$ cat src/rtl/decode_queue.sv
// Buffered RV32I decode stage: DEPTH-entry instruction queue feeding a registered decoder output.
// Define DECODE_ILLEGAL_EN to enable illegal-instruction detection on out_illegal.
module decode_queue #(
    parameter int DEPTH = 4,
    parameter int PC_W  = 32
) (
    input  logic                         clk,
    input  logic                         rst,
    input  logic                         flush,
    input  logic                         in_valid,
    output logic                         in_ready,
    input  logic [31:0]                  in_instr,
    input  logic [PC_W-1:0]              in_pc,
    output logic                         out_valid,
    input  logic                         out_ready,
    output logic [PC_W-1:0]              out_pc,
    output logic [31:0]                  out_imm,
    output logic [4:0]                   out_rs1,
    output logic [4:0]                   out_rs2,
    output logic [4:0]                   out_rd,
    output logic [3:0]                   out_alu_op,
    output logic [4:0]                   out_opcode,
    output logic [2:0]                   out_funct3,
    output logic                         out_illegal,
    output logic [$clog2(DEPTH+1)-1:0]   count
);
    localparam int AW = $clog2(DEPTH);
    localparam int CW = $clog2(DEPTH+1);

    typedef enum logic [4:0] {
        OPC_LOAD   = 5'b00000, OPC_STORE  = 5'b01000, OPC_BRANCH = 5'b11000,
        OPC_JAL    = 5'b11011, OPC_JALR   = 5'b11001, OPC_OP     = 5'b01100,
        OPC_OP_IMM = 5'b00100, OPC_LUI    = 5'b01101, OPC_AUIPC  = 5'b00101,
        OPC_FENCE  = 5'b00011, OPC_SYSTEM = 5'b11100
    } opcode_e;

    typedef enum logic [3:0] {
        ALU_ADD = 4'd0, ALU_SUB = 4'd1, ALU_AND = 4'd2, ALU_OR  = 4'd3, ALU_XOR = 4'd4,
        ALU_SLT = 4'd5, ALU_SLTU = 4'd6, ALU_SLL = 4'd7, ALU_SRL = 4'd8, ALU_SRA = 4'd9
    } alu_e;

    logic [31:0]     instr_mem [DEPTH];
    logic [PC_W-1:0] pc_mem    [DEPTH];
    logic [AW-1:0]   wr_ptr, rd_ptr;
    logic            push, load;

    logic [31:0] head;
    opcode_e     opc;
    logic [2:0]  f3;
    logic [6:0]  f7;
    logic [31:0] d_imm;
    logic [4:0]  d_rs1, d_rd;
    alu_e        d_alu;
    logic        d_ill;

    assign in_ready = !rst && (count < CW'(DEPTH));
    assign push     = in_valid && in_ready && !flush;
    assign load     = (count != '0) && (!out_valid || out_ready);

    assign head = instr_mem[rd_ptr];
    assign opc  = opcode_e'(head[6:2]);
    assign f3   = head[14:12];
    assign f7   = head[31:25];

    // NOTE: every signal driven here gets a default first, so no path can infer a latch.
    always_comb begin
        d_imm = {{20{head[31]}}, head[31:20]};
        d_rs1 = head[19:15];
        d_rd  = 5'd0;
        d_alu = ALU_ADD;
        case (opc)
            OPC_STORE:  d_imm = {{20{head[31]}}, head[31:25], head[11:7]};
            OPC_BRANCH: d_imm = {{19{head[31]}}, head[31], head[7], head[30:25], head[11:8], 1'b0};
            OPC_JAL: begin
                d_imm = {{11{head[31]}}, head[31], head[19:12], head[20], head[30:21], 1'b0};
                d_rd  = head[11:7];
            end
            OPC_LUI: begin
                d_imm = {head[31:12], 12'b0};
                d_rs1 = 5'd0;
                d_rd  = head[11:7];
            end
            OPC_AUIPC: begin
                d_imm = {head[31:12], 12'b0};
                d_rd  = head[11:7];
            end
            OPC_LOAD, OPC_JALR: d_rd = head[11:7];
            OPC_OP, OPC_OP_IMM: begin
                d_rd = head[11:7];
                case (f3)
                    3'b000:  d_alu = (opc == OPC_OP && f7[5]) ? ALU_SUB : ALU_ADD;
                    3'b001:  d_alu = ALU_SLL;
                    3'b010:  d_alu = ALU_SLT;
                    3'b011:  d_alu = ALU_SLTU;
                    3'b100:  d_alu = ALU_XOR;
                    3'b101:  d_alu = f7[5] ? ALU_SRA : ALU_SRL;
                    3'b110:  d_alu = ALU_OR;
                    default: d_alu = ALU_AND;
                endcase
            end
            default: ;
        endcase
    end

`ifdef DECODE_ILLEGAL_EN
    always_comb begin
        d_ill = (head[1:0] != 2'b11);
        case (opc)
            OPC_OP:
                if (!(f7 inside {7'h00, 7'h20}) || (f7 == 7'h20 && !(f3 inside {3'b000, 3'b101})))
                    d_ill = 1'b1;
            OPC_OP_IMM:
                if ((f3 == 3'b001 && f7 != 7'h00) || (f3 == 3'b101 && !(f7 inside {7'h00, 7'h20})))
                    d_ill = 1'b1;
            OPC_BRANCH: if (f3 inside {3'b010, 3'b011}) d_ill = 1'b1;
            OPC_LOAD:   if (f3 inside {3'b011, 3'b110, 3'b111}) d_ill = 1'b1;
            OPC_STORE:  if (f3 > 3'b010) d_ill = 1'b1;
            OPC_JALR:   if (f3 != 3'b000) d_ill = 1'b1;
            OPC_JAL, OPC_LUI, OPC_AUIPC, OPC_FENCE, OPC_SYSTEM: ;
            default:    d_ill = 1'b1;
        endcase
    end
`else
    assign d_ill = 1'b0;
`endif

    // NOTE: queue storage has no reset; occupancy and pointers alone decide what is valid.
    always_ff @(posedge clk) begin
        if (push) begin
            instr_mem[wr_ptr] <= in_instr;
            pc_mem[wr_ptr]    <= in_pc;
        end
    end

    // NOTE: non-blocking assignments keep every register update on the same edge order-independent.
    always_ff @(posedge clk) begin
        if (rst) begin
            wr_ptr      <= '0;
            rd_ptr      <= '0;
            count       <= '0;
            out_valid   <= 1'b0;
            out_pc      <= '0;
            out_imm     <= '0;
            out_rs1     <= '0;
            out_rs2     <= '0;
            out_rd      <= '0;
            out_alu_op  <= '0;
            out_opcode  <= '0;
            out_funct3  <= '0;
            out_illegal <= 1'b0;
        end else if (flush) begin
            wr_ptr    <= '0;
            rd_ptr    <= '0;
            count     <= '0;
            out_valid <= 1'b0;
        end else begin
            if (push)
                wr_ptr <= wr_ptr + 1'b1;
            if (load) begin
                rd_ptr      <= rd_ptr + 1'b1;
                out_valid   <= 1'b1;
                out_pc      <= pc_mem[rd_ptr];
                out_imm     <= d_imm;
                out_rs1     <= d_rs1;
                out_rs2     <= head[24:20];
                out_rd      <= d_ill ? 5'd0 : d_rd;
                out_alu_op  <= d_ill ? ALU_ADD : d_alu;
                out_opcode  <= head[6:2];
                out_funct3  <= f3;
                out_illegal <= d_ill;
            end else if (out_ready) begin
                out_valid <= 1'b0;
            end
            count <= count + CW'(push) - CW'(load);
        end
    end
endmodule

$ cat config.mk
export PLATFORM = sky130hd
export DESIGN_NAME = decode_queue
export DESIGN_NICKNAME = d
export VERILOG_FILES = /design/src/rtl/decode_queue.sv
export SDC_FILE = /design/constraint.sdc
export NUM_CORES = 1
export LEC_CHECK = 0
export ABC_AREA = 1
export CORE_UTILIZATION = 40
export CTS_BUF_LIST = sky130_fd_sc_hd__clkbuf_8
export CTS_CLUSTER_SIZE = 25
export DETAILED_ROUTE_END_ITERATION = 6
export SETUP_SLACK_MARGIN = 0.5
export SYNTH_ARGS = -nofsm -noshare
export SYNTH_HDL_FRONTEND = slang
export SYNTH_SLANG_ARGS = --single-unit
$ cat constraint.sdc
create_clock -name clk -period 4.59 [get_ports clk]
set_input_delay 0.459 -clock clk [delete_from_list [all_inputs] [get_ports clk]]
set_output_delay 0.459 -clock clk [all_outputs]
set_load 0.01 [all_outputs]
==> flow_metrics.env <==
export IMPL_status="finished, final reports clean"
export IMPL_skew_ns=0.0309
export IMPL_fp_dieW_um=187
export IMPL_power_density_mw_per_mm2=561
export IMPL_fin_cells=1924
export IMPL_dpl_hpwl_um=18300
export IMPL_portBuffers=162
export IMPL_drt_wl_total_um=31400
export IMPL_seq_area_frac_synth_pct=69.1
export IMPL_grt_pass1_wl_um=49700
export IMPL_hold_buffers=0
export IMPL_avgSynthCellArea_sq_um=10.8
export IMPL_drive_gt1_share_pct=8.20
export IMPL_critPathKind="reg -> reg"
export IMPL_antenna_found_initial=1
export IMPL_ys_ff_latch=349
export IMPL_critPathRequiredTime_ns=5.06
export IMPL_arrival_ns=3.57
export IMPL_core_area_sq_mm=0.0336
export IMPL_pin_count=166
export IMPL_worstSetupEndpointType="flop"
export IMPL_worstPathMaxFanout=36
export IMPL_post_cts_buffers=0
export IMPL_antenna_cells=0
export IMPL_ctsHtreeMaxLevel=2
export IMPL_grt_pass1_vias=9177
export IMPL_max_freq_ghz=0.322
export IMPL_rows=67
export IMPL_tns_ns=0
export IMPL_clock_path_buffers=3
export IMPL_slew_limit_headroom_pct=26.1
export IMPL_maxCapViolCount=0
export IMPL_drc_errors=0
export IMPL_post_cts_resized=0
export IMPL_wl_per_cell_um=16.3
export IMPL_worst_slack_ns=1.49
export IMPL_drtIter0Drc=699
export IMPL_startpoint_type="flop"
export IMPL_yosysWarnings=0
export IMPL_die_height_um=187
export IMPL_path_clk_slew_ns=0.06
export IMPL_synth_nets=1344
export IMPL_ir_drop_mv=0.281
export IMPL_fin_nets=1506
export IMPL_finalCriticalPeriod_ns=3.10
export IMPL_vias=9395
export IMPL_placed_cells=1820
export IMPL_grt_max_degree=91
export IMPL_die_area_sq_mm=0.0350
export IMPL_root_buffer="clkbuf_8"
export IMPL_drt_first_pass_iters=5
export IMPL_gp_routability_congestion=0.823
export IMPL_drv_slew=0
export IMPL_initial_core_util_pct=40.7
export IMPL_cts_tree="built"
export IMPL_ys_types=35
export IMPL_rsz0062_at_grt="no"
export IMPL_tightest_slew_ns=1.11
export IMPL_leakage_nw=6.31
export IMPL_period_share_pct=67.6
export IMPL_min_path_type="reg -> reg"
export IMPL_netlist_instances=1268
export IMPL_grt_overflow=0
export IMPL_cts_buffers=56
export IMPL_place_ws_ns=1.42
export IMPL_viasPerCell=4.88
export IMPL_clock_sinks=349
export IMPL_syn_to_final_growth_pct=22.9
export IMPL_ant_nets=0
export IMPL_finalHoldViolations=0
export IMPL_regToRegSetupSlack_ns=1.49
export IMPL_insertion_delay_ns=0.58
export IMPL_grt_usage_pct=18.0
export IMPL_synth_area_sq_mm=0.0137
export IMPL_finalSetupViolCount=0
==> critical path: stages (launching register included) <==
cell and delay (ns):
dfxtp_2 0.60, buf_4 0.45, nand2_1 0.11, nand3_1 0.11
nand2_2 0.16, nor2_2 0.41, nand2_1 0.47, nand4_2 0.41
nand3_1 0.13, nand2_1 0.09, inv_1 0.03
==> cell type report <==
type / count / area, sq um
Multi-Input combinational cell: 772 / 3620
Clock inverter: 36 / 193
Inverter: 74 / 278
Tap cell: 448 / 561
Clock buffer: 68 / 936
Sequential cell: 349 / 9470
Fill cell: 3012 / 16800
Timing Repair Buffer: 177 / 1770
==> metal layers <==
metal | track usage, % | up-vias | share of wire [%]
li1 | - | 4673 | -
met1 | 23.3 | 4426 | 45
met2 | 30.6 | 236 | 48
met3 | 3.73 | 58 | 5.3
met4 | 5.33 | 2 | 1.9
met5 | 0 | - | 0.048
==> worst paths after layout <==
path | startpoint | endpoint | depth (start not counted)
min | out_rs2[2]$_SDFFE_PP0P_ | out_rs2[2]$_SDFFE_PP0P_ | 2
max | flop | out_imm[21]$_SDFFE_PP0P_ | 10
max reg2reg | flop | out_imm[21]$_SDFFE_PP0P_ | 10
min reg2reg | out_rs2[2]$_SDFFE_PP0P_ | out_rs2[2]$_SDFFE_PP0P_ | 2
==> registers in the layout (all words and copies together), names as in the netlist, named ones only <==
register	count
out_pc	32
instr_mem	120
out_rs1	5
out_opcode	5
out_funct3	3
pc_mem	128
out_imm	32
wr_ptr	2
out_valid	1
count	3
out_rd	5
out_alu_op	4
rd_ptr	2
out_rs2	5
==> report_power, final <==
part / switching, mW / internal, mW
sequential: 0.229 / 3.79
combinational: 1.66 / 1.14
clock: 1.17 / 1.44
total: 3.07 / 6.38
==> placed cells by master, fill, tap and decap left out, types with 4 or more instances in the layout <==
| cell type | netlist | final |
|---|---|---|
| dfxtp_1 | 101 | 99 |
| nor2_1 | 207 | 203 |
| nand2_1 | 218 | 218 |
| o21ai_1 | 15 | 15 |
| clkinv_2 | 0 | 4 |
| clkdlybuf4s50_1 | 0 | 162 |
| ha_1 | 6 | 6 |
| a22oi_1 | 5 | 5 |
| buf_4 | 6 | 12 |
| nor2_4 | 4 | 8 |
| inv_2 | 5 | 7 |
| edfxtp_1 | 248 | 248 |
| clkinv_1 | 2 | 4 |
| o211ai_1 | 5 | 5 |
| o21a_1 | 12 | 12 |
| o22ai_1 | 32 | 32 |
| a21oi_1 | 56 | 56 |
| o21ai_0 | 124 | 124 |
| inv_1 | 67 | 93 |
| clkbuf_8 | 0 | 68 |
| nand2_2 | 5 | 5 |
| nand3_1 | 66 | 66 |
==> kinds of logic (layout without fill, tap and decap cells) <==
logic type | after synthesis | after routing | synth area share, %
AND/OR/NAND/NOR | 513 | 513 | 15.6
flip-flops | 349 | 349 | 69.1
AO/OA/AOI/OAI | 250 | 250 | 9.85
buffers and inverters | 147 | 355 | 4.65
adder cells (fa/ha/maj) | 7 | 7 | 0.694
other | 1 | 1 | 0.0274
XOR/XNOR | 1 | 1 | 0.0640
==> cell usage after synthesis, drive strengths merged <==
library cell	number	area [sq um]
clkinv	2	7.51
conb	1	3.75
clkbuf	40	150
nand2	224	861
buf	33	209
inv	72	270
nor3	1	10.0
edfxtp	248	7450
o21a	12	90.1
fa	1	20.0
o211ai	5	37.5
a211oi	1	7.51
o21ai	139	696
dfxtp	101	2020
nand3	69	368
o22ai	32	200
xnor2	1	8.76
nor2	214	841
nand4	5	52.6
a22oi	5	37.5
ha	6	75.1
a21oi	56	280
==> per-stage QoR <==
step	total power [mW]	util, %	hold slack (ns)	instance area, sq um
after floorplan	5.72	-	0.486	13700
after global placement	6.88	46.7	0.456	15700
after detailed placement	6.91	46.7	0.455	15700
after CTS	9.55	50.1	0.462	16800
after global routing	10.0	50.1	0.482	16800
final	9.45	50.1	0.462	16800
Note: power is estimated with default switching activity, not from simulation.
